<file path="config.mk">
export PLATFORM = sky130hd
export DESIGN_NAME = mul_result_unloader
export DESIGN_NICKNAME = d
export VERILOG_FILES = /design/src/rtl/mul_result_unloader.sv
export SDC_FILE = /design/constraint.sdc
export NUM_CORES = 1
export LEC_CHECK = 0
export CORE_MARGIN = 4
export CORE_UTILIZATION = 47
export CTS_CLUSTER_DIAMETER = 40
export DETAILED_ROUTE_END_ITERATION = 16
export HOLD_SLACK_MARGIN = 0.08
export PLACE_DENSITY = 0.77
export SLEW_MARGIN = 20
export SYNTH_ARGS = -nofsm -noshare
export SYNTH_HDL_FRONTEND = slang
export SYNTH_SLANG_ARGS = --single-unit
</file>
<file path="constraint.sdc">
create_clock -name clk -period 2.55 [get_ports clk]
set_input_delay 0.255 -clock clk [delete_from_list [all_inputs] [get_ports clk]]
set_output_delay 0.255 -clock clk [all_outputs]
set_load 0.01 [all_outputs]
</file>
<file path="src/rtl/mul_result_unloader.sv">
// ============================================================================
// Module   : mul_result_unloader
// Captures the compressor result columns and returns them LSB-first over a
// 1-bit valid/ready link, folding each accepted word into a 16-bit MISR.
// Revision : 1.0
// ============================================================================
`default_nettype none

module mul_result_unloader #(
    parameter int WIDTH = 45,
    parameter int SIG_W = 16
) (
    input  logic             clk,
    input  logic             rst,
    input  logic             capture,
    input  logic [WIDTH-1:0] dst,
    input  logic             ser_ready,
    input  logic             clear_ovr,
    output logic             ser_out,
    output logic             ser_valid,
    output logic             ser_last,
    output logic             busy,
    output logic             overrun,
    output logic [15:0]      frames,
    output logic [SIG_W-1:0] sig
);

    localparam int c_IDX_W  = $clog2(WIDTH);
    localparam int c_NCHUNK = (WIDTH + SIG_W - 1) / SIG_W;
    localparam logic [c_IDX_W-1:0] c_LAST_IDX = c_IDX_W'(WIDTH - 1);
    localparam logic [c_IDX_W-1:0] c_IDX_ONE  = c_IDX_W'(1);

    typedef enum logic [0:0] {
        ST_IDLE  = 1'b0,
        ST_SHIFT = 1'b1
    } state_t;

    state_t             r_state;
    logic [WIDTH-1:0]   r_hold;
    logic [c_IDX_W-1:0] r_idx;
    logic               r_ser_out;
    logic               r_ser_valid;
    logic               r_ser_last;
    logic               r_overrun;
    logic [15:0]        r_frames;
    logic [SIG_W-1:0]   r_sig;

    logic [c_NCHUNK*SIG_W-1:0] w_dst_pad;
    logic [SIG_W-1:0]          w_fold;
    logic                      w_fb;
    logic [SIG_W-1:0]          w_sig_next;
    logic                      w_xfer;
    logic                      w_at_last;
    logic                      w_accept;
    logic                      w_drop;
    logic [c_IDX_W-1:0]        w_idx_inc;

    // Zero-pad the word to whole chunks, then XOR the chunks together.
    always_comb begin
        w_dst_pad            = '0;
        w_dst_pad[WIDTH-1:0] = dst;
        w_fold               = '0;
        for (int k = 0; k < c_NCHUNK; k++) begin
            w_fold = w_fold ^ w_dst_pad[k*SIG_W +: SIG_W];
        end
    end

    assign w_fb       = r_sig[15] ^ r_sig[14] ^ r_sig[12] ^ r_sig[3];
    assign w_sig_next = {r_sig[SIG_W-2:0], w_fb} ^ w_fold;

    assign w_xfer    = (r_state == ST_SHIFT) && ser_ready;
    assign w_at_last = (r_idx == c_LAST_IDX);
    // A new word is only taken when nothing is held, or on the beat that frees the holder.
    assign w_accept  = capture && ((r_state == ST_IDLE) || (w_xfer && w_at_last));
    assign w_drop    = capture && !w_accept;
    assign w_idx_inc = r_idx + c_IDX_ONE;

    always_ff @(posedge clk or posedge rst) begin
        if (rst) begin
            r_state     <= ST_IDLE;
            r_hold      <= '0;
            r_idx       <= '0;
            r_ser_out   <= 1'b0;
            r_ser_valid <= 1'b0;
            r_ser_last  <= 1'b0;
            r_overrun   <= 1'b0;
            r_frames    <= 16'd0;
            r_sig       <= '0;
        end else begin
            if (w_accept) begin
                r_state     <= ST_SHIFT;
                r_hold      <= dst;
                r_idx       <= '0;
                r_ser_out   <= dst[0];
                r_ser_valid <= 1'b1;
                r_ser_last  <= 1'b0;
                r_frames    <= r_frames + 16'd1;
                r_sig       <= w_sig_next;
            end else if (w_xfer) begin
                if (w_at_last) begin
                    r_state     <= ST_IDLE;
                    r_ser_out   <= 1'b0;
                    r_ser_valid <= 1'b0;
                    r_ser_last  <= 1'b0;
                end else begin
                    r_idx      <= w_idx_inc;
                    r_ser_out  <= r_hold[w_idx_inc];
                    r_ser_last <= (w_idx_inc == c_LAST_IDX);
                end
            end

            if (w_drop) begin
                r_overrun <= 1'b1;
            end else if (clear_ovr) begin
                r_overrun <= 1'b0;
            end
        end
    end

    assign ser_out   = r_ser_out;
    assign ser_valid = r_ser_valid;
    assign ser_last  = r_ser_last;
    assign busy      = r_ser_valid;
    assign overrun   = r_overrun;
    assign frames    = r_frames;
    assign sig       = r_sig;

endmodule

`default_nettype wire

</file>
# Word level (Yosys, flattened, before mapping)
# Cells that the tools add are included.
[totals] regBits=87 input_bits=50 output_inout_bits=37
[classes] addsub=2 n_lt_le_gt_ge=1 eq_ne=3 n_mux=16 n_bitwise=7 reduce_logical=11
[op_table] op="$xor A16 B16 Y16" count=2
[op_table] op="$mux W6" count=3
[op_table] op="$add A16 B1 Y16 const B" count=1
[op_table] op="$xor A16 B13 Y16" count=1
[op_table] op="$eq A6 B6 Y1 const B" count=2
[op_table] op="$mux W1" count=12
[op_table] op="$lt A6 B7 Y1 const B" count=1
[op_table] op="$add A6 B1 Y6 const B" count=1
[op_table] op="$bmux W1 S6" count=1
[op_table] op="$reduce_bool A2 Y1" count=3
[op_table] op="$logic_and A1 B1 Y1" count=4
[op_table] op="$reduce_and A2 Y1" count=2
[op_table] op="$xor A1 B1 Y1" count=3
[op_table] op="$ne A2 B1 Y1 const B" count=1
[op_table] op="$logic_not A1 Y1" count=1
[op_table] op="$logic_or A1 B1 Y1" count=1
[op_table] op="$not A1 Y1" count=1

# Depth between registers and ports, before layout
# Gate-level depths: netlist of run 1.
[depth] word_depth=7 depth_mapped=11 ltp_nobuf=8

# Least setup slack after synthesis of run 1
# OpenSTA, ideal clock, no wires.
[synth_path] path_type="reg2reg" start="register r_idx[0]" end="register r_ser_out (netlist: ser_out)" arrival_ns=2.434 required_time_ns=2.419 path_slack_ns=-0.015 stages_incl_launch_ff=11 path_buffers=3 path_cell_list="dfrtp_1 -> buf_6 -> inv_1 -> ha_1 -> buf_6 -> clkbuf_1 -> mux4_1 -> mux2_2 -> o2111ai_1 -> nor3_1 -> or3_1"
[synth_via] elab_chain_cells=6 word_cells_on_any_way=11 classes_between="add/sub (1); eq/ne (1); mux (5); reduce/logical (4)"
[synth_lines] element="from (decl)" line_no="40" source="logic [c_IDX_W-1:0] r_idx;"
[synth_lines] element="from (signal assigned)" line_no="106" source="r_idx <= w_idx_inc;"
[synth_lines] element="$add A6 B1 Y6" line_no="76" source="assign w_idx_inc = r_idx + c_IDX_ONE;"
[synth_lines] element="$bmux W1 S6" line_no="107" source="r_ser_out <= r_hold[w_idx_inc];"
[synth_lines] element="$mux W1 (not written as such)" line_no="107"
[synth_lines] element="$mux W1" line_no="100" source="if (w_at_last) begin"
[synth_lines] element="$mux W1" line_no="99" source="end else if (w_xfer) begin"
[synth_lines] element="$mux W1" line_no="90" source="if (w_accept) begin"
[synth_lines] element="to (signal assigned)" line_no="94" source="r_ser_out <= dst[0];"
[synth_lines] element="to (signal assigned)" line_no="107"
[synth_lines] element="to (decl)" line_no="41" source="logic r_ser_out;"
# Several ways; a longest one is shown, not always the timed one. The select of a mux whose other input is x is not followed.
# A chain may end at the register's enable or synchronous reset.

# Worst setup path after layout of run 1
[layout_path] start="register r_idx[1]" end="register r_ser_out (netlist: ser_out)"
# Same word-level chain as after synthesis.

==> implementation parameters, run 1 <==
Parameter                              Value

Run status
  Status ... complete, no violations

Clock network
  Clock root buffer master ... clkbuf_8
  Post-cts hold buffer count ... 0
  Max Root-Sink Buffers ... 2
  Worst skew pair latency ... 370 ps
  Clock transition at the registers of the reported paths ... 90 ps
  Clock sinks ... 87
  TritonCTS clock tree ... built
  Maximum level of the CTS H-tree ... 3
  Num CTS Buffers ... 9

STA
  Max Clock Skew ... 10.7 ps
  Headroom to the max-slew limit ... 54.2%
  Upper clock frequency limit ... 405 MHz
  Hold Worst Slack ... 294 ps
  Hold Violations, Final ... 0
  Total of endpoints with negative setup slack in the final report ... 0
  Final setup TNS ... 0 ps
  Total count of max-transition violations in the final report ... 0
  Final worst-path cycle share ... 96.7%
  Least-Margin Pin Slew ... 686 ps
  Time the final worst path needs with I/O delays and setup ... 2470 ps
  Setup repair after global routing missed its margin ... false

Critical path
  Crit path max fanout ... 6
  Delay of the slowest cell on the worst path ... 540 ps
  Capturing point of the worst reg2reg path ... ser_out$_DFFE_PP0P_
  Critical path class ... reg2reg
  Reg2Reg Depth ... 7
  Slowest CP cell ... mux4_2
  Critical path arrival ... 2710 ps
  Critical Path Start Type ... flop
  Reg2Reg Setup Slack ... 80 ps
  Req. time, crit path ... 2790 ps
  Nature of the critical path endpoint ... flop
  Critical R2R Launch ... r_idx[1]$_DFFE_PP0P_
  List of cells traversed by the critical path ... inv_1 -> ha_2 -> mux4_2 -> nor2b_1 -> a2111oi_2 -> nor3_1 -> or3_1

Floorplanning
  Die ar. ... 0.0110 mm^2
  Boundary pin count ... 87
  Width of the die ... 105 um
  Initial core utilization ... 48.1%
  Die H ... 105 um
  Area of the core ... 0.00920 mm^2
  Number of core rows ... 35

Placement
  IO Port Bufs ... 86
  Detailed placer's ending HPWL ... 8110 um
  Number of cells in the design after placement ... 646
  Routability Congestion ... 0.876

Final layout
  Count of nets after finishing ... 600
  Synth-to-layout area growth ... 29.2%
  Fill cell count ... 764
  Share of cells above drive strength 1 ... 9.07%
  Post-route non-filler standard cell count ... 662
  Number of antenna repair diodes ... 0

GRT
  Via count of the first global-routing pass ... 3504
  All-layer global routing usage ... 20.3%
  Maximum number of pins on one net before global-route repair ... 59
  Global route total overflow ... 0
  Global-route wire length before repair ... 17700 um
  Initial antenna violation count ... 0

Yosys
  Yosys warns ... 0
  List of most frequent post-synthesis cells ... 173 x nand2_1, 87 x dfrtp_1, 60 x xnor2_1
  Synthesized cell area ... 0.00443 mm^2
  Async set or reset register ratio after synthesis ... 100%
  Most instantiated flip-flop cell in the synthesis netlist ... dfrtp_1
  Synthesized area per cell ... 9.71 um^2
  Leading post-synthesis cells by cell area ... dfrtp_1 49%, nand2_1 15%, xnor2_1 12%
  Nets in the synthesized netlist ... 510
  Most numerous cell in the Yosys netlist ... nand2_1
  Count of state elements after synthesis ... 87
  Synth area leader ... dfrtp_1
  Post-synth top area share ... 49.2%
  Number of instances in the synthesized netlist ... 456
  Post-synth cell types ... 44
  Portion of the post-synthesis area used by sequential elements ... 49.2%
  Number of flops mapped to enable cells by yosys ... 0

Pwr
  Largest vdd supply drop ... 0.374 mV
  Leakage power of the design ... 0.00262 uW
  Pwr/cell area ... 752 mW/mm^2

Detailed routing
  Routed vias/inst ... 5.29
  Routed wirelength normalized by instance count ... 16.5 um
  Drt initial violations ... 182
  Post-route antenna net violation count ... 0
  Drc violations ... 0
  Router iterations before antenna repair ... 4
  Routed Wire Length ... 10900 um
  Routed via count ... 3501

Worst hold path
  Hold/Removal Path Class ... in2async

Job
  Maximum Capacitance Violations ... 0
==> cell type report <==
class                      instances  area, um^2  area share (%)
clock inverter                     5         104            1.82
sequential                        87        2180            38.1
multi-input combinational        339        2120            37.0
tap                              111         139            2.43
clock buffer                      11         151            2.65
timing repair buffer             101         998            17.5
inverter                           8        31.3           0.547
==> layer usage <==
metal	wire length, um	global-route usage, %	vias up
li1	-	-	1666
met5	0	0	-
met2	5330	32.4	98
met4	195	6.56	0
met1	4880	27.9	1723
met3	501	3.83	14
==> kinds of logic after synthesis <==
| kind of cell | synth area share [%] |
|---|---|
| adders and majority gates | 1.13 |
| muxes | 6.84 |
| buffers and inverters | 3.39 |
| AOI/OAI and AO/OA | 5.60 |
| and+or+nand+nor | 20.2 |
| DFF | 49.2 |
| xor gates and xnor gates | 13.7 |
==> critical path: cells and delay by family (launching register included) <==
family / cells / cell delay [ps]
and+or+nand+nor: 3 / 600
muxes: 1 / 540
adders and majority gates: 1 / 420
DFF: 1 / 370
AOI/OAI and AO/OA: 1 / 340
buffers and inverters: 1 / 70
==> state kept, by name (all words and copies together), names as in the netlist <==
name and count:
r_hold 45, frames 16, sig 16, r_idx 6, busy 1, overrun 1, ser_last 1, ser_out 1
==> cell usage in the layout, fill, tap and decap left out, types with 2 or more instances in the layout <==
master	netlist	final
mux4_1	4	4
mux2_2	2	2
clkdlybuf4s50_1	0	86
buf_4	2	13
nand2_1	173	173
inv_1	7	6
ha_1	4	3
a22o_1	2	2
xnor2_1	60	59
dfrtp_1	87	87
buf_12	0	2
nand3_1	10	10
mux2i_1	4	4
or3_1	2	2
xor2_1	9	9
clkbuf_8	0	11
clkinv_2	0	2
nor3_1	4	4
o21ai_0	26	26
and3_1	2	2
nor2_1	4	4
mux4_2	6	6
bufinv_16	0	3
nand4_1	5	5
==> timing repair <==
action	4_1_cts	5_1_grt
endpoints found under the setup margin	0	1
gates resized for setup	0	2
buffers inserted	0	0
==> worst max path at each step <==
| stage | start | end | slack (ps) | cells past startpoint |
|---|---|---|---|---|
| 6_report | r_idx[1]$_DFFE_PP0P_ | ser_out$_DFFE_PP0P_ | 80 | 7 |
| 5_1_grt | r_idx[1]$_DFFE_PP0P_ | ser_out$_DFFE_PP0P_ | 20 | 7 |
| 4_1_cts | r_idx[0]$_DFFE_PP0P_ | ser_out$_DFFE_PP0P_ | 30 | 7 |
| 3_5_place_dp | r_idx[0]$_DFFE_PP0P_ | ser_out$_DFFE_PP0P_ | 60 | 7 |
| 3_3_place_gp | r_idx[0]$_DFFE_PP0P_ | ser_out$_DFFE_PP0P_ | 140 | 7 |
| 2_1_floorplan | rst | busy$_DFFE_PP0P_ | 40 | 1 |
==> through the flow <==
stage	worst slack, ps	util, %	instance area (um^2)	power [uW]
3_5_place_dp	56.8	59.3	5450	3100
3_3_place_gp	145	59.3	5450	3070
6_report	83.3	62.2	5720	4300
5_1_grt	22.3	62.2	5720	4510
4_1_cts	30.1	62.1	5710	4310
2_1_floorplan	44.8	-	4430	2590
==> where the power goes <==
| group | internal [uW] | leakage (uW) | total, uW | switching [uW] |
|---|---|---|---|---|
| clock | 705 | 0.000130 | 1210 | 503 |
| sequential | 1570 | 0.00110 | 1760 | 188 |
| combinational | 729 | 0.00139 | 1340 | 610 |
Power figures use the tool's default switching activity.
==> run 2, diff against run 1 <==
--- a/config.mk
+++ b/config.mk
@@ -5,7 +5,7 @@
 export SDC_FILE = /design/constraint.sdc
 export NUM_CORES = 1
 export LEC_CHECK = 0
-export CORE_MARGIN = 4
+export CORE_MARGIN = 8
 export CORE_UTILIZATION = 47
 export CTS_CLUSTER_DIAMETER = 40
 export DETAILED_ROUTE_END_ITERATION = 16
==> run 2 against run 1 <==
Effect of this change:
- sequential share of layout area grew 0.79 points
- maximum frequency increased by 2.2%
- clock skew fell by 2.2 ps
- setup slack better by 53 ps
- non-clock buffer count decreased by 2
- critical endpoint unchanged
- highest routed layer unchanged
- power is 9.2% lower
- via count shrank 1.7%
- sequential cell count unchanged
- first-iteration DRC count fell by 30%
- critical path depth stayed put
==> implementation parameters, run 2 (synthesized netlist as in run 1, its figures left out) <==
Parameter                              Value

Run status
  Status ... complete, no violations

STA
  Total of endpoints with negative setup slack in the final report ... 0 (unchanged)
  Setup repair after global routing missed its margin ... false
  Time the final worst path needs with I/O delays and setup ... 2410 ps (-53.0 ps)
  Final setup TNS ... 0 ps (unchanged)
  Hold Violations, Final ... 0 (unchanged)
  Final worst-path cycle share ... 94.7% (-2.1 points)
  Max Clock Skew ... 8.52 ps (-2.23 ps)
  Headroom to the max-slew limit ... 53.7% (-0.50 points)
  Least-Margin Pin Slew ... 695 ps (+8.37 ps)
  Total count of max-transition violations in the final report ... 0 (unchanged)
  Upper clock frequency limit ... 414 MHz (+2.2%)

Placement
  IO Port Bufs ... 86 (unchanged)
  Routability Congestion ... 0.869 (-0.83%)
  Detailed placer's ending HPWL ... 7950 um (-1.9%)
  Placed inst area ... 0.00542 mm^2 (-0.64%)
  Number of cells in the design after placement ... 642 (-0.62%)

Critical path
  Delay of the slowest cell on the worst path ... 490 ps (-50 ps)
  Reg2Reg Depth ... 7 (unchanged)
  Critical R2R Launch ... r_idx[1]$_DFFE_PP0P_
  Req. time, crit path ... 2780 ps (about the same)
  List of cells traversed by the critical path ... inv_1 -> ha_4 -> mux4_2 -> mux2_2 -> o31ai_1 -> nor3_1 -> or3_1
  Slowest CP cell ... mux4_2
  Nature of the critical path endpoint ... flop
  Critical path class ... reg2reg
  Critical path arrival ... 2650 ps (-60 ps)
  Critical Path Start Type ... flop
  Source of the critical timing path ... r_idx[1]$_DFFE_PP0P_
  Crit path max fanout ... 5 (-1)

Final layout
  Largest register FFs ... 45 (unchanged)
  Area used by multi-input combinational logic ... 0.00211 mm^2 (-0.12%)
  Post-route non-filler standard cell count ... 658 (-0.60%)
  Share of cells above drive strength 1 ... 8.04% (-1.0 points)
  Commonest non-fill, non-tap cell in the layout ... nand2_1
  Count of nets after finishing ... 598 (-0.33%)
  Register name with the most flops ... r_hold
  Final instance area ... 0.00560 mm^2 (-2.0%)
  Fill cell count ... 767 (+0.39%)
  Sequential cell area ... 0.00218 mm^2 (unchanged)
  Number of antenna repair diodes ... 0 (unchanged)
  Highest-count cells in the layout ignoring fill and taps ... 173 x nand2_1, 87 x dfrtp_1, 86 x clkdlybuf4s50_1, 60 x xnor2_1, 26 x o21ai_0
  Synth-to-layout area growth ... 26.5%

Floorplanning
  Initial core utilization ... 48.1% (unchanged)
  Area of the core ... 0.00920 mm^2 (unchanged)
  Boundary pin count ... 87 (unchanged)
  Die ar. ... 0.0128 mm^2 (+16%)
  Width of the die ... 113 um (+7.6%)
  Number of core rows ... 35 (unchanged)
  Die H ... 113 um (+7.6%)

Worst hold path
  Hold/Removal Path Class ... in2async

Detailed routing
  Routed wirelength normalized by instance count ... 16.2 um (-1.8%)
  Post-route antenna net violation count ... 0 (unchanged)
  Router iterations before antenna repair ... 4 (unchanged)
  Routed Wire Length ... 10600 um (-2.4%)
  Drc violations ... 0 (unchanged)
  Routed vias/inst ... 5.23 (-1.1%)
  Routed via count ... 3441 (-1.7%)
  Drt initial violations ... 128 (-30%)

Clock network
  TritonCTS clock tree ... built
  Maximum level of the CTS H-tree ... 3 (unchanged)
  Post-cts hold buffer count ... 0 (unchanged)
  Clock root buffer master ... clkbuf_8
  Clock sinks ... 87 (unchanged)
  Worst skew pair latency ... 350 ps (-20 ps)
  Num CTS Buffers ... 9 (unchanged)
  Max Root-Sink Buffers ... 2 (unchanged)
  Clock transition at the registers of the reported paths ... 90 ps (about the same)

GRT
  Global route total overflow ... 0 (unchanged)
  All-layer global routing usage ... 17.2% (-3.0 points)
  Maximum number of pins on one net before global-route repair ... 78 (+32%)
  Global-route wire length before repair ... 17700 um (about the same)
  Via count of the first global-routing pass ... 3438 (-1.9%)
  Initial antenna violation count ... 0 (unchanged)

Pwr
  Leakage power of the design ... 0.00255 uW (-2.7%)
  Pwr/cell area ... 697 mW/mm^2 (-7.3%)
  Largest vdd supply drop ... 0.361 mV (-3.6%)

Job
  Maximum Capacitance Violations ... 0 (unchanged)
[run 2: cell types whose count changed in the layout (fill, tap and decap cells not counted), sizes merged]
cell,previous run,this run
clkbuf,11,10
clkinvlp,0,2
buf,15,13
bufinv,3,0
[run 2: final cells by class]
class                      instances  share of cell area (%)
tap                              111                    2.48
multi-input combinational        339                    37.7
sequential                        87                    38.9
inverter                           8                   0.559
timing repair buffer              99                    17.6
clock buffer                      10                    2.28
clock inverter                     4                   0.447
[run 2: worst max-delay path, delay by kind of cell, from the launching register on]
family,cells,cell delay (ps)
adders and majority gates,1,320
buffers and inverters,1,110
and+or+nand+nor,2,450
DFF,1,420
AOI/OAI and AO/OA,1,250
muxes,2,760
[run 2: final timing paths]
check / end / slack [ps]
max: ser_out$_DFFE_PP0P_ / 140
min: frames[14]$_DFFE_PP0N_ / 270
max reg2reg: ser_out$_DFFE_PP0P_ / 140
min reg2reg: r_hold[8]$_DFFE_PP0N_ / 470
max in group asynchronous: sig[0]$_DFFE_PP0N_ / 1560
min in group clk: r_hold[8]$_DFFE_PP0N_ / 470
[run 2: power breakdown]
part / total [uW] / internal [uW] / leakage, uW / switching (uW)
registers: 1750 / 1570 / 0.00110 / 185
logic: 1340 / 729 / 0.00137 / 608
clock network: 815 / 340 / 0.0000740 / 475
[run 2: stage by stage]
| stage | power, uW | hold slack (ps) | util, % | worst slack (ps) |
|---|---|---|---|---|
| 2_1_floorplan | 2590 | 360 | - | 44.8 |
| 3_3_place_gp | 3040 | 453 | 58.9 | 78.2 |
| 3_5_place_dp | 3070 | 455 | 58.9 | 19.4 |
| 4_1_cts | 3880 | 280 | 60.6 | 38.2 |
| 5_1_grt | 4130 | 309 | 60.9 | 18.4 |
| 6_report | 3910 | 269 | 60.9 | 136 |
[run 2: per-layer routing]
layer  global-route usage (%)  routed length [um]  up-vias
met5                        0                   0        -
met4                     5.60                 142        0
met3                     3.19                 471       12
met2                     27.3                5250       82
met1                     23.4                4770     1683
li1                         -                   -     1664
[run 2: what timing repair did]
action,CTS,global route
endpoints found under the setup margin,1,1
setup buffers,0,2
resized for setup,1,2
==> run 3, diff against run 2 <==
--- a/config.mk
+++ b/config.mk
@@ -10,6 +10,7 @@
 export CTS_CLUSTER_DIAMETER = 40
 export DETAILED_ROUTE_END_ITERATION = 16
 export HOLD_SLACK_MARGIN = 0.08
+export MAX_ROUTING_LAYER = met4
 export PLACE_DENSITY = 0.77
 export SLEW_MARGIN = 20
 export SYNTH_ARGS = -nofsm -noshare
==> run 3 against run 2 <==
Effect of this change:
- hold slack better by 33 ps
- clock-buffer cell count stayed put
- setup slack got worse by 52 ps
- sequential power about the same
- final cell count decreased by 0.15%
- clock skew grew 1.1 ps
- maximum frequency decreased by 2.1%
- global-route usage increased by 1.0 points
- first-iteration DRC count rose by 48%
- critical path depth is the same
- combinational power hardly changed
- register-to-register slack got worse by 50 ps
- critical endpoint unchanged
- largest cell class unchanged
==> implementation parameters, run 3 (synthesized netlist as in run 1, its figures left out) <==
Parameter                              Value

Clock network
  Clock transition at the registers of the reported paths ... 100 ps (about the same)
  Worst skew pair latency ... 360 ps (about the same)
  Clock sinks ... 87 (unchanged)
  Maximum level of the CTS H-tree ... 3 (unchanged)
  TritonCTS clock tree ... built
  Post-cts hold buffer count ... 0 (unchanged)
  Max Root-Sink Buffers ... 2 (unchanged)
  Num CTS Buffers ... 9 (unchanged)
  Clock root buffer master ... clkbuf_8

GRT
  All-layer global routing usage ... 18.2% (+1.0 points)
  Layer with the highest usage after global routing ... met2
  Global routing met3 resource utilization ... 2.56% (-0.64 points)
  Global-route wire length before repair ... 18100 um (+2.1%)
  GR Layer Usage met1 ... 23.7% (+0.30 points)
  Via count of the first global-routing pass ... 3559 (+3.5%)
  Global route total overflow ... 0 (unchanged)
  Maximum number of pins on one net before global-route repair ... 88 (+13%)
  Initial antenna violation count ... 0 (unchanged)
  GR Util met2 ... 28.0% (+0.67 points)

Detailed routing
  Routed via count ... 3441 (unchanged)
  Drt initial violations ... 190 (+48%)
  Routed vias/inst ... 5.24 (+0.15%)
  Drc violations ... 0 (unchanged)
  Routed wirelength normalized by instance count ... 16.5 um (+2.2%)
  Routed Wire Length ... 10900 um (+2.1%)
  Router iterations before antenna repair ... 6 (+2)
  Post-route antenna net violation count ... 0 (unchanged)

Final layout
  Synth-to-layout area growth ... 27.0%
  Count of nets after finishing ... 595 (-0.50%)
  Share of cells above drive strength 1 ... 8.06% (+0.015 points)
  Number of antenna repair diodes ... 0 (unchanged)
  Post-route non-filler standard cell count ... 657 (-0.15%)
  Largest register FFs ... 45 (unchanged)
  Highest-count cells in the layout ignoring fill and taps ... 173 x nand2_1, 87 x dfrtp_1, 86 x clkdlybuf4s50_1, 60 x xnor2_1, 26 x o21ai_0
  Commonest non-fill, non-tap cell in the layout ... nand2_1
  Register name with the most flops ... r_hold

STA
  Least-Margin Pin Slew ... 697 ps (+2.06 ps)
  Final setup margin ... 84.0 ps (-52.4 ps)
  Max Clock Skew ... 9.67 ps (+1.15 ps)
  Headroom to the max-slew limit ... 53.6% (-0.14 points)
  Total of endpoints with negative setup slack in the final report ... 0 (unchanged)
  Time the final worst path needs with I/O delays and setup ... 2470 ps (+52.4 ps)
  Final worst-path cycle share ... 96.7% (+2.1 points)
  Upper clock frequency limit ... 406 MHz (-2.1%)
  Hold Violations, Final ... 0 (unchanged)
  Final setup TNS ... 0 ps (unchanged)
  Total count of max-transition violations in the final report ... 0 (unchanged)

Pwr
  Part of the total power dissipated in combinational logic ... 32.4% (-1.8 points)
  Pwr/cell area ... 719 mW/mm^2 (+3.1%)
  Part of the power in the clock network ... 24.1% (+3.2 points)
  Switching part of the total power ... 32.6% (+0.096 points)
  Largest vdd supply drop ... 0.360 mV (-0.29%)
  Int Pwr ... 2720 uW (+3.3%)
  Portion of total power attributed to sequential cells ... 43.5% (-1.4 points)
  Leakage power of the design ... 0.00256 uW (+0.31%)
  Net switching power figure ... 1320 uW (+3.8%)

Floorplanning
  Boundary pin count ... 87 (unchanged)
  Die ar. ... 0.0128 mm^2 (unchanged)
  Number of core rows ... 35 (unchanged)
  Area of the core ... 0.00920 mm^2 (unchanged)
  Initial core utilization ... 48.1% (unchanged)
  Width of the die ... 113 um (unchanged)
  Die H ... 113 um (unchanged)

Job
  Maximum Capacitance Violations ... 0 (unchanged)

Placement
  Routability Congestion ... 0.845 (-2.7%)
  Detailed placer's ending HPWL ... 7970 um (+0.16%)
  Number of cells in the design after placement ... 639 (-0.47%)
  IO Port Bufs ... 86 (unchanged)
  Minimum setup slack after placement ... -20.5 ps (-39.9 ps)

Critical path
  Reg2Reg Setup Slack ... 80 ps (-50 ps)
  Reg2Reg Depth ... 7 (unchanged)
  Capturing point of the worst reg2reg path ... ser_out$_DFFE_PP0P_
  Critical Path Start Type ... flop
  Crit path max fanout ... 5 (unchanged)
  Nature of the critical path endpoint ... flop
  Critical path class ... reg2reg
  Source of the critical timing path ... r_idx[1]$_DFFE_PP0P_
  Worst setup endpoint ... ser_out$_DFFE_PP0P_
  Critical path arrival ... 2710 ps (+60 ps)
  Critical R2R Launch ... r_idx[1]$_DFFE_PP0P_
  Req. time, crit path ... 2790 ps (about the same)

Run status
  Status ... complete, no violations

Worst hold path
  Hold/Removal Path Class ... in2async
[run 3: critical path, cell delays in order (launching register included)]
cell and delay (ps):
dfrtp_1 420, inv_1 80, ha_2 410, mux4_2 510, mux2_2 280, o31ai_1 210, nor3_1 70, or3_1 370
[run 3: worst min path at each step]
stage / start / endpoint / slack, ps / depth (start not counted)
global placement: r_hold[10]$_DFFE_PP0N_ / r_hold[10]$_DFFE_PP0N_ / 450 / 2
CTS: rst / frames[14]$_DFFE_PP0N_ / 320 / 3
detailed placement: r_hold[16]$_DFFE_PP0N_ / r_hold[16]$_DFFE_PP0N_ / 460 / 2
finish: rst / frames[15]$_DFFE_PP0N_ / 300 / 3
global route: rst / frames[15]$_DFFE_PP0N_ / 340 / 3
floorplan: dst[10] / r_hold[10]$_DFFE_PP0N_ / 360 / 2
[run 3: final cells by class]
class	count	area, um^2
Timing Repair Buffer	96	965
Clock buffer	10	128
Clock inverter	6	68.8
Sequential cell	87	2180
Multi-Input combinational cell	339	2110
Tap cell	111	139
Inverter	8	31.3
Fill cell	804	3580
[run 3: metal layers]
layer  vias up  wire, um  share of wire, %
met3        19       396               3.6
li1       1657         -                 -
met2        73      5370                49
met4         0       237               2.2
met5         -         0                 0
met1      1692      4850                45
[run 3: timing repair]
item,CTS,global route
setup endpoints to repair,1,1
pin swaps,0,1
buffers inserted,0,2
resized for setup,1,2
[run 3: power by group through the flow]
stage / Combinational [uW] / Clock [uW] / Sequential, uW
floorplan: 838 / 0 / 1750
global placement: 1230 / 0 / 1770
detailed placement: 1270 / 0 / 1780
CTS: 1280 / 989 / 1760
global route: 1420 / 1030 / 1780
finish: 1310 / 973 / 1760
[run 3: per-stage QoR]
stage	area (um^2)	utilization, %	power [uW]	hold slack [ps]
floorplan	4430	-	2590	360
global placement	5390	58.7	3010	454
detailed placement	5390	58.7	3050	457
CTS	5590	60.8	4030	321
global route	5620	61.1	4240	341
finish	5620	61.1	4040	302
